--- src/rtl/sha_sequencer.sv ---
// Round sequencer for a SHA-256 compression unit: issues round indices and the
// matching round constants, then captures the finished hash state as the digest.
module sha_sequencer (
    input  logic         clk,
    input  logic         reset,
    input  logic         start,
    output logic         ready,
    output logic         busy,
    input  logic [255:0] H1,
    output logic [5:0]   round,
    output logic [31:0]  Kt,
    output logic [255:0] digest,
    output logic         digest_valid
);

    typedef enum logic [1:0] {
        IDLE  = 2'd0,
        RUN   = 2'd1,
        FINAL = 2'd2
    } state_e;

    localparam logic [31:0] K_TAB [64] = '{
        32'h428a2f98, 32'h71374491, 32'hb5c0fbcf, 32'he9b5dba5,
        32'h3956c25b, 32'h59f111f1, 32'h923f82a4, 32'hab1c5ed5,
        32'hd807aa98, 32'h12835b01, 32'h243185be, 32'h550c7dc3,
        32'h72be5d74, 32'h80deb1fe, 32'h9bdc06a7, 32'hc19bf174,
        32'he49b69c1, 32'hefbe4786, 32'h0fc19dc6, 32'h240ca1cc,
        32'h2de92c6f, 32'h4a7484aa, 32'h5cb0a9dc, 32'h76f988da,
        32'h983e5152, 32'ha831c66d, 32'hb00327c8, 32'hbf597fc7,
        32'hc6e00bf3, 32'hd5a79147, 32'h06ca6351, 32'h14292967,
        32'h27b70a85, 32'h2e1b2138, 32'h4d2c6dfc, 32'h53380d13,
        32'h650a7354, 32'h766a0abb, 32'h81c2c92e, 32'h92722c85,
        32'ha2bfe8a1, 32'ha81a664b, 32'hc24b8b70, 32'hc76c51a3,
        32'hd192e819, 32'hd6990624, 32'hf40e3585, 32'h106aa070,
        32'h19a4c116, 32'h1e376c08, 32'h2748774c, 32'h34b0bcb5,
        32'h391c0cb3, 32'h4ed8aa4a, 32'h5b9cca4f, 32'h682e6ff3,
        32'h748f82ee, 32'h78a5636f, 32'h84c87814, 32'h8cc70208,
        32'h90befffa, 32'ha4506ceb, 32'hbef9a3f7, 32'hc67178f2
    };

    state_e         state_q, state_d;
    logic [5:0]     round_q, round_d;
    logic [31:0]    kt_q, kt_d;
    logic [255:0]   digest_q, digest_d;
    logic           valid_q, valid_d;

    // Handshake: start is taken on a rising edge only while ready=1; there is
    // no queueing, so a start seen while ready=0 is simply dropped.
    always_comb begin
        state_d  = state_q;
        round_d  = round_q;
        kt_d     = K_TAB[round_q];
        digest_d = digest_q;
        valid_d  = 1'b0;
        ready    = (state_q == IDLE) || (state_q == FINAL);
        busy     = (state_q == RUN) || (state_q == FINAL);

        case (state_q)
            IDLE: begin
                round_d = 6'd0;
                if (start) begin
                    state_d = RUN;
                    round_d = 6'd1;
                end
            end
            RUN: begin
                // Wrap to 0 explicitly at 63 so the counter never overflows.
                if (round_q == 6'd63) begin
                    state_d = FINAL;
                    round_d = 6'd0;
                end else begin
                    round_d = round_q + 6'd1;
                end
            end
            FINAL: begin
                digest_d = H1;
                valid_d  = 1'b1;
                if (start) begin
                    state_d = RUN;
                    round_d = 6'd1;
                end else begin
                    state_d = IDLE;
                    round_d = 6'd0;
                end
            end
            default: begin
                state_d = IDLE;
                round_d = 6'd0;
            end
        endcase
    end

    always_ff @(posedge clk) begin
        if (reset) begin
            state_q  <= IDLE;
            round_q  <= 6'd0;
            kt_q     <= 32'd0;
            digest_q <= 256'd0;
            valid_q  <= 1'b0;
        end else begin
            state_q  <= state_d;
            round_q  <= round_d;
            kt_q     <= kt_d;
            digest_q <= digest_d;
            valid_q  <= valid_d;
        end
    end

    assign round        = round_q;
    assign Kt           = kt_q;
    assign digest       = digest_q;
    assign digest_valid = valid_q;

endmodule

--- config.mk ---
export PLATFORM = sky130hd
export DESIGN_NAME = sha_sequencer
export DESIGN_NICKNAME = d
export VERILOG_FILES = /design/src/rtl/sha_sequencer.sv
export SDC_FILE = /design/constraint.sdc
export NUM_CORES = 1
export LEC_CHECK = 0
export BUFFER_PORTS_ARGS = -buffer_cell sky130_fd_sc_hd__buf_4
export CORE_AREA = 2 2 217 219
export DETAILED_ROUTE_END_ITERATION = 7
export DIE_AREA = 0 0 219 221
export PLACE_DENSITY = 0.55
export RECOVER_POWER = 50
export SYNTH_ARGS = -nofsm -noshare
export SYNTH_HDL_FRONTEND = slang
export SYNTH_SLANG_ARGS = --single-unit
--- constraint.sdc ---
create_clock -name clk -period 5.2 [get_ports clk]
set_input_delay 1.04 -clock clk [delete_from_list [all_inputs] [get_ports clk]]
set_output_delay 1.04 -clock clk [all_outputs]
set_load 0.01 [all_outputs]
==> flow_summary.yaml <==
routing:
  wl_per_cell_um: 22.93
  vias: 12410
  viasPerCell: 4.956
  antenna_left: 0
  drtIter0Drc: 1065
  wl_mm: 57.44
  drc: 0
  dr.pass1.iters: 5
yosys:
  yosysUniqueCellTypes: 73
  syn_nets: 1660
  synth_flop_cell: "dfxtp_1"
  ys_async_sr_fraction_pct: 0
  syn_area_mm2: 0.01311
  synth.avg_cell_area_um2: 9.508
  synth_edf_count: 0
  ys_warn_count: 0
  yosys_register_bits: 297
  postSynthCellCount: 1379
  synth-seq-area-share_pct: 45.35
setup_path:
  arrival_ps: 4040
  cp_max_fo: 77
  max_stage_delay_ps: 1500
  r2r_start: "round[1]$_SDFF_PP0_"
  crit_buf_inv: 2
  endpoint: "round[0]$_SDFF_PP0_"
  crit_start: "reset"
  critPathSlowestCell: "clkbuf_1"
  crit_cells: 6
  crit_type: "primary input to flop"
  r2r_setup_slack_ps: 2170
  rr_worst_depth: 7
  crit_path_start_kind: "primary input"
  cp_cell_sequence: "clkbuf_1, buf_4, nor2_1, nand2_1, nor2b_1, a32o_1"
  cp_top_family: "buffers and inverters"
  required_ps: 5640
  cp-end-kind: "flop"
  r2r-end: "Kt[13]$_SDFF_PP0_"
clock_network:
  numCtsBuffers: 37
  cts.sinks: 297
  clock_latency_ps: 550
  cts_setup_buffers: 0
  cts_hold_buffers: 0
  post_cts_resized: 0
  cts_buffer_depth: 3
  htreeDepth: 2
  cts_tree: "done"
  cts.clk_slew.worst_paths_ps: 60
  cts-root-buf: "clkbuf_16"
sta:
  slew_headroom_pct: -43.47
  setup_viol: 0
  min_period_ps: 3600
  drv_slew: 36
  tightest_slew_ps: 2152
  finalHoldViolCount: 0
  clock.fmax_mhz: 277.8
  fin_skew_ps: 18.71
  post-route-period-util_pct: 69.23
  rsz0062_at_grt: "no"
  tns_ps: 0
worst_hold_path:
  hp-class: "flop to flop"
  min_from: "digest[162]$_SDFFE_PP0N_"
die:
  row_count: 79
  die_height_um: 221
  coreArea_mm2: 0.04606
  design.portCount: 556
  die_w_um: 219
  design.die.area_mm2: 0.04840
  start_util_pct: 28.46
layout:
  final_cells: 2505
  synthToLayoutAreaGrowth_pct: 37.01
  drive_above_1_share_pct: 21.60
  final_nets: 2153
  antennaDiodeCount: 0
power:
  design_power_total_mw: 5.892
  ir_drop_uv: 273.6
  power.density_mw_per_mm2: 328.0
  leakage_nw: 6.794
place:
  dp_hpwl_mm: 42.96
  gp_congestion: 0.9384
  portBuffers: 555
  dp.cells: 2440
outcome:
  status: "finished with violations"
  violations: "max-capacitance violations, max-slew violations"
global_routing:
  grt_max_degree: 172
  antenna_found_initial: 2
  gr-total-overflow: 0
  grt_usage_pct: 23.02
  grt_pass1_wl_mm: 83.41
  grt_pass1_vias: 12290
run:
  cap_violations: 1
-- per-layer routing --
layer	GRT usage, %	part of all wire [%]
met1	26.19	37
met2	40.90	51
met3	5.993	7.9
met4	8.740	3.5
met5	0	0.047
-- state kept, by name (all words and copies together), names as in the netlist --
register / flops
state_q: 2
digest: 256
round: 6
digest_valid: 1
Kt: 32
-- final cells by class --
class                      instances  area (µm²)
inverter                          15       56.30
timing repair buffer             572        3358
clock buffer                      56        1117
multi-input combinational        949        6600
tap                              607       759.5
sequential                       297        5952
fill                            4908       28100
clock inverter                     9       120.1
-- Yosys cell counts, types with 4 or more instances --
master,count,area [µm²]
nor2_1,298,1119
dfxtp_1,297,5946
mux2i_1,259,2592
clkbuf_1,58,217.7
a21oi_1,38,190.2
buf_2,38,190.2
nand2_1,37,138.9
o21ai_0,29,145.1
nor2b_1,25,156.4
ha_1,22,275.3
nor3_1,18,90.09
nand2b_1,17,106.4
a211oi_1,15,112.6
buf_1,14,52.55
nand3_1,14,70.07
a311oi_1,13,113.9
inv_1,13,48.80
a31oi_1,12,75.07
mux4_2,12,270.3
and2_1,11,68.82
o311ai_0,11,96.34
o32ai_1,7,61.31
buf_4,6,45.04
nor3b_1,6,45.04
o211ai_1,6,45.04
o22ai_1,6,37.54
or2_2,6,37.54
o221ai_1,5,43.79
a2111oi_2,4,60.06
a211o_1,4,35.03
a21o_1,4,30.03
a221oi_1,4,35.03
o311a_1,4,40.04
o31ai_1,4,30.03
or3_1,4,25.02
xnor2_1,4,35.03
-- layout by cell type, fill, tap and decap left out, types with 14 or more instances in the layout --
cell type / synthesis / final
buf_4: 6 / 314
nor2_1: 298 / 298
dfxtp_1: 297 / 294
clkbuf_1: 58 / 263
mux2i_1: 259 / 259
a21oi_1: 38 / 38
nand2_1: 37 / 37
clkbuf_16: 0 / 37
o21ai_0: 29 / 29
nor2b_1: 25 / 25
ha_1: 22 / 21
nor3_1: 18 / 18
nand2b_1: 17 / 17
a211oi_1: 15 / 15
nand3_1: 14 / 14
-- power breakdown --
| part | switching [mW] | total [mW] | internal, mW |
|---|---|---|---|
| logic | 0.471 | 0.859 | 0.388 |
| clock network | 1.06 | 2.60 | 1.54 |
| registers | 0.0542 | 2.43 | 2.38 |
| total | 1.58 | 5.89 | 4.31 |
-- worst register-to-register path: stages, from the launching register on --
cell       delay (ps)
dfxtp_1           300
buf_4             300
inv_1             210
ha_1              820
nor2b_1           330
nor2_1             60
mux4_2            480
a2111oi_2         370
-- cell families (layout without fill, tap and decap cells) --
family,Yosys count,in the layout,synth area share (%)
AOI/OAI and AO/OA,188,188,10.24
xor gates and xnor gates,5,5,0.3340
adders and majority gates,22,22,2.099
buffers and inverters,133,652,4.409
DFF,297,297,45.35
muxes,272,272,21.92
and+or+nand+nor,462,462,15.65
-- worst min-delay path by stage --
stage	end	slack, ps	depth (start not counted)
floorplan	state_q[1]$_SDFFE_PP0P_	500	2
global placement	digest[29]$_SDFFE_PP0N_	470	2
detailed placement	digest[216]$_SDFFE_PP0N_	480	2
CTS	digest[90]$_SDFFE_PP0N_	500	2
global route	digest[90]$_SDFFE_PP0N_	520	2
finish	digest[162]$_SDFFE_PP0N_	490	2
-- metrics by stage --
stage | cell area (µm²) | setup slack, ps | utilization [%] | hold WS [ps]
finish | 17960 | 1600 | 39.00 | 489.1
global route | 17960 | 1420 | 39.00 | 515.0
CTS | 18930 | 1872 | 41.10 | 498.1
detailed placement | 17690 | 2273 | 38.41 | 484.2
global placement | 17690 | 2301 | 38.41 | 473.3
floorplan | 13110 | 2411 | - | 502.4
No activity file was read; power rests on OpenSTA's default activity.
